$ cat src/rtl/regs_tagged.sv
// regs_tagged: architectural register file with per-register rename status (busy + producer tag).
// Latency: reads are combinational from address; issue/CDB/flush updates land on the rising clk edge.
// Backpressure: none; every issue and CDB broadcast is accepted on the edge it is presented.
//
// Ports:
//   clk, rst (async, active-low)
//   R_addr_A/B -> rdata_A/B, busy_A/B, tag_A/B : two issue-stage source reads
//   issue_en, issue_addr, issue_tag            : rename a destination to a producer tag
//   cdb_valid, cdb_tag, cdb_data               : common data bus writeback broadcast
//   flush                                      : clear all busy bits (tags kept)
//   Debug_addr -> Debug_regs                   : value-only debug read, never forwarded
// Optional build macro: REGS_CDB_BYPASS_EN forwards a same-cycle CDB hit onto the read ports.
module regs_tagged #(
    parameter int DATA_W = 32,
    parameter int ADDR_W = 5,
    parameter int TAG_W  = 4
) (
    input  logic              clk,
    input  logic              rst,
    input  logic [ADDR_W-1:0] R_addr_A,
    input  logic [ADDR_W-1:0] R_addr_B,
    output logic [DATA_W-1:0] rdata_A,
    output logic [DATA_W-1:0] rdata_B,
    output logic              busy_A,
    output logic              busy_B,
    output logic [TAG_W-1:0]  tag_A,
    output logic [TAG_W-1:0]  tag_B,
    input  logic              issue_en,
    input  logic [ADDR_W-1:0] issue_addr,
    input  logic [TAG_W-1:0]  issue_tag,
    input  logic              cdb_valid,
    input  logic [TAG_W-1:0]  cdb_tag,
    input  logic [DATA_W-1:0] cdb_data,
    input  logic              flush,
    input  logic [ADDR_W-1:0] Debug_addr,
    output logic [DATA_W-1:0] Debug_regs
);

    localparam int NREG = 1 << ADDR_W;

    logic [NREG-1:0][DATA_W-1:0] data_q, data_d;
    logic [NREG-1:0][TAG_W-1:0]  tag_q,  tag_d;
    logic [NREG-1:0]             busy_q, busy_d;

    // Next-state: CDB writeback first, then flush/issue override the status.
    // Entry 0 is never written, so it stays at its reset value of zero.
    always_comb begin
        data_d = data_q;
        tag_d  = tag_q;
        busy_d = busy_q;
        for (int r = 1; r < NREG; r++) begin
            if (cdb_valid && busy_q[r] && (tag_q[r] == cdb_tag)) begin
                data_d[r] = cdb_data;
                busy_d[r] = 1'b0;
            end
            if (flush) begin
                busy_d[r] = 1'b0;
            end else if (issue_en && (issue_addr == ADDR_W'(r))) begin
                // Issue wins status over a same-edge CDB hit; the data write still lands.
                busy_d[r] = 1'b1;
                tag_d[r]  = issue_tag;
            end
        end
    end

    always_ff @(posedge clk or negedge rst) begin
        if (!rst) begin
            data_q <= '0;
            tag_q  <= '0;
            busy_q <= '0;
        end else begin
            data_q <= data_d;
            tag_q  <= tag_d;
            busy_q <= busy_d;
        end
    end

    // Source read returns {busy, tag, data} from pre-edge state.
    function automatic logic [DATA_W+TAG_W:0] read_port(input logic [ADDR_W-1:0] a);
        logic              b;
        logic [TAG_W-1:0]  t;
        logic [DATA_W-1:0] d;
        b = busy_q[a];
        t = tag_q[a];
        d = data_q[a];
        if (a == '0) begin
            b = 1'b0;
            t = '0;
            d = '0;
        end
`ifdef REGS_CDB_BYPASS_EN
        else if (b && cdb_valid && (t == cdb_tag)) begin
            // Forward the broadcast so the consumer need not wait for the edge.
            b = 1'b0;
            t = '0;
            d = cdb_data;
        end
`endif
        return {b, t, d};
    endfunction

    always_comb begin
        {busy_A, tag_A, rdata_A} = read_port(R_addr_A);
        {busy_B, tag_B, rdata_B} = read_port(R_addr_B);
    end

    assign Debug_regs = (Debug_addr == '0) ? '0 : data_q[Debug_addr];

endmodule

$ cat config.mk
export PLATFORM = sky130hd
export DESIGN_NAME = regs_tagged
export DESIGN_NICKNAME = d
export VERILOG_FILES = /design/src/rtl/regs_tagged.sv
export SDC_FILE = /design/constraint.sdc
export NUM_CORES = 2
export LEC_CHECK = 0
export ABC_CLOCK_PERIOD_IN_PS = 3700
export BUFFER_PORTS_ARGS = -buffer_cell sky130_fd_sc_hd__clkbuf_2
export CAP_MARGIN = 20
export CORE_UTILIZATION = 50
export CTS_BUF_LIST = sky130_fd_sc_hd__clkbuf_4 sky130_fd_sc_hd__clkbuf_8 sky130_fd_sc_hd__clkbuf_16
export DETAILED_ROUTE_END_ITERATION = 10
export PLACE_DENSITY = 0.66
export SLEW_MARGIN = 20
export SYNTH_ARGS = -nofsm -noshare
export SYNTH_HDL_FRONTEND = slang
export SYNTH_SLANG_ARGS = --single-unit
$ cat constraint.sdc
create_clock -name clk -period 3.7 [get_ports clk]
set_input_delay 0.37 -clock clk [delete_from_list [all_inputs] [get_ports clk]]
set_output_delay 0.37 -clock clk [all_outputs]
set_load 0.03 [all_outputs]
-- Word-level counts from Yosys, hierarchy flattened
Cells that the tools add are included.
- output and inout bits: 106
- register bits after elaboration: 1147
- word-level logic and storage cells: 431
- multiplexer cells: 114
- $lt $le $gt $ge: 3
- bitwise gates (word level): 1
- reduce and logical (&&, ||, !) cells: 158
- equal/unequal tests: 62
- operators with widths (operator ; count):
    $bmux W32 S5 ; 3
    $mux W32 ; 6
    $eq A4 B4 Y1 ; 31
    $mux W1 ; 97
    $logic_and A1 B1 Y1 ; 93
    $reduce_bool A3 Y1 ; 31
    $eq A5 B5 Y1 const B ; 16
    $reduce_and A2 Y1 ; 31
    $bmux W4 S5 ; 2
    $eq A5 B4 Y1 const B ; 8
    $eq A5 B3 Y1 const B ; 4
    $lt A5 B6 Y1 const B ; 3
    $mux W4 ; 4
    $logic_not A5 Y1 ; 3
    $bmux W1 S5 ; 2
    $eq A5 B2 Y1 const B ; 2
    $eq A5 B1 Y1 const B ; 1
    $not A1 Y1 ; 1

-- Logic depth before layout (Yosys ltp)
- depth in word-level cells: 5
- depth in mapped cells: 9

-- Worst setup path after synthesis
Ideal clock, no wire load.
- path type: input port to output port
- start: input R_addr_B[1]
- end: output rdata_B[15]
- arrival: 2.265 ns
- setup slack: 1.065 ns
- stages: 8
- cell sequence: buf_2 buf_6 or2_2 buf_2 buf_2 o22ai_1 a21oi_1 a221oi_1
- cells in the longest elaborated chain, start to end: 3
- elaborated cells on any way between the ends: 4
- those cells by class: 3 x mux; 1 x reduce/logical
- ends and longest elaborated chain (item ; RTL line ; RTL):
    start: declaration ; 21 ; input logic [ADDR_W-1:0] R_addr_B,
    $bmux W32 S5 ; 85 ; d = data_q[a];
    $mux W32 (not written as such) ; 85 ;
    $mux W32 (*) ; 86 ; if (a == '0) begin
    end: declaration ; 23 ; output logic [DATA_W-1:0] rdata_B,
Mark *: on every way between the ends. The rest lies on a longest branch, timed or not. The select of a mux whose other input is x is not followed.

-- Worst setup path in the final report
- start: register data_q[342] (netlist bit)
- end: output rdata_B[22]
- cells in the longest elaborated chain, start to end: 3
- ends and longest elaborated chain (item ; RTL line ; RTL):
    start: declaration ; 41 ; logic [NREG-1:0][DATA_W-1:0] data_q, data_d;
    start signal: assignment ; 72 ; data_q <= data_d;
    $bmux W32 S5 ; 85 ;
    $mux W32 (not written as such) ; 85 ;
    $mux W32 ; 86 ;
No other way between the ends. The select of a mux whose other input is x is not followed.

==> impl_metrics.toml <==
[outcome]
status = "finished with violations"
violations = "design-rule violations"

[pwr]
intPower_mw = 23.1
pwr-share-seq = 0.425
cellPowerDensity_nw_per_um2 = 390
p_switching_mw = 8.56
p_leak_nw = 37.6
total_power_mw = 31.7
ir_drop_mv = 0.425
clock_power_share = 0.438
p_comb_frac = 0.137
netSwitchingFraction = 0.270

[grt]
antenna_found_initial = 15
grt_pass1_wl_um = 370000
track_usage = 0.346
grt_pass1_vias = 51200
grt_max_degree = 116
grt_overflow_total = 0

[critical_path]
r2r_start = "tag_q[114]"
critPathKind = "reg -> out"
cp.arrival_ns = 3.25
reg2reg_setup_slack_ns = 1.12
timing.rr.end = "data_q[908]"
cp_max_fo = 4
end_kind = "output port"
critical_path_required_ns = 3.33
rr_worst_depth = 6
critPathLaunchType = "flip-flop"

[clock_tree]
post_cts_resized = 0
root_buffer = "clkbuf_16"
holdBufCountCts = 1
clock_latency_ns = 0.79
clkSlewWorstSetupHoldPaths_ns = 0.06
cts_tree = "built"
cts_buffer_depth = 3
cts_buffers = 132
htreeDepth = 4
post_cts_buffers = 0
cts.sinks = 1147

[logic_synthesis]
avgSynthCellArea_um2 = 14.0
synth_area_um2 = 72600
yosysTopAreaCell = "dfrtp_1"
yosysWarnings = 0
async_reset_ff_frac = 1.00
syn_nets = 5249
synth-seq-area-share = 0.395
synth_ff_type = "dfrtp_1"
synth-edff-count = 0
netlist-cell-type-count = 55
synth_area_leaders = "dfrtp_1 (40%), mux4_2 (19%), mux2_2 (16%), mux2i_1 (4.8%), mux2_4 (2.6%)"
synth_common_cells = "dfrtp_1 (1147), mux2_2 (1018), mux4_2 (624)"
yosysTopAreaCellShare = 0.395
syn_inst = 5184
yosys_register_bits = 1147
yosysMostFrequentCell = "dfrtp_1"

[finish]
drive_above_1_share = 0.481
areaGrowthSynthToFinish_pct = 11.7
final_nets = 5308

[timing]
fin_skew_ns = 0.0336
finalHoldViolCount = 0
finalCriticalPeriod_ns = 3.62
period_share = 0.979
slew_viol_final = 0
relSlewSlack = 0.302
tightest_slew_ns = 1.05
fmax_mhz = 276
setup_viol_count_final = 0
tns_ns = 0
rsz0062_at_grt = "no"

[flow_run]
cap_violations = 0

[die]
fp.dieW_um = 383
die_height_um = 383
io_pins = 171
core_um2 = 144000
placementRows = 139
start_util = 0.505
dieArea_um2 = 147000

[route]
drt_iter0_drc = 6350
post-route-drc-count = 12
antenna_left = 0
avgRoutedWirePerCell_um = 34.9
num_vias = 51600
drt-total-wl_um = 253000
dr.pass1.iters = 9
vias_per_cell = 7.12

[min_path]
min_from = "flush"
hp-class = "in -> reg"
hold_path_depth = 4
worstHoldEndpoint = "busy_q[14]"

[placed_design]
port_buffers = 170
dpl.hpwl_um = 161000
gp_congestion = 0.928
==> critical path: stages, from the launching register on <==
cell and delay [ns]:
dfrtp_1 0.41, mux2i_1 0.32, o22ai_1 0.20, a2111oi_0 0.84, a211oi_1 0.23, buf_4 0.26, clkbuf_2 0.20
==> state kept, by name, indices dropped and copies added, names as in the netlist <==
signal and cells:
busy_q 31, tag_q 124, data_q 992
==> area by class of cell <==
class	instances	area, um^2
repair buffers	490	4570
multi-input cells	3443	40800
flip-flops and latches	1147	28700
diodes	7	17.5
clock buffers	190	4040
fillers	11400	62700
inverters	29	109
clock inverters	35	495
well taps	1903	2380
==> metrics by stage <==
step	setup slack (ns)	std cells	utilization	hold WS, ns	instance area, um^2
after floorplan	1.06	5184	-	0.0744	72600
after global placement	0.341	7011	0.532	0.391	76600
after detailed placement	0.386	7011	0.532	0.388	76600
after CTS	0.274	7237	0.564	0.0377	81100
after global routing	0.228	7242	0.564	0.104	81100
final	0.0769	7244	0.564	0.0879	81100
==> worst max-delay path by stage <==
stage | from | to | slack (ns)
2_1_floorplan | R_addr_B[1] | rdata_B[15] | 1.06
3_5_place_dp | R_addr_B[1] | rdata_B[22] | 0.39
5_1_grt | data_q[278] | rdata_B[22] | 0.23
3_3_place_gp | R_addr_B[1] | rdata_B[22] | 0.34
4_1_cts | data_q[342] | rdata_B[22] | 0.27
6_report | data_q[342] | rdata_B[22] | 0.08
==> per-layer routing <==
layer  part of all wire  up-vias  GRT usage
met5            0.00036        -          0
met1               0.39    27300      0.468
met2               0.45     3022      0.522
met4              0.056       14      0.168
li1                   -    20500          -
met3               0.10      742     0.0826
==> power by group through the flow <==
stage	clock network, mW	logic [mW]	registers [mW]
6_report	13.9	4.34	13.4
4_1_cts	14.0	4.29	13.4
3_3_place_gp	0	4.23	13.6
2_1_floorplan	0	2.73	13.5
5_1_grt	14.5	4.54	13.5
3_5_place_dp	0	4.28	13.7
==> cell usage in the layout, fill, tap and decap left out, drive strengths merged, types with 51 or more instances in the layout <==
| cell | count |
|---|---|
| o21ai | 66 |
| o22ai | 76 |
| a221oi | 96 |
| nand2 | 134 |
| clkbuf | 347 |
| nor3 | 110 |
| mux2i | 348 |
| mux2 | 1290 |
| nor2 | 93 |
| a21oi | 77 |
| buf | 332 |
| xor2 | 67 |
| nor2b | 82 |
| a211oi | 51 |
| mux4 | 641 |
| dfrtp | 1147 |
==> kinds of logic after synthesis <==
family                    Yosys count  synth area share
muxes                            2279             0.454
DFF                              1147             0.395
buffers and inverters             594            0.0471
AOI/OAI and AO/OA                 591            0.0585
and+or+nand+nor                   482            0.0340
xor gates and xnor gates           91            0.0110
Note: power is estimated with default switching activity, not from simulation.
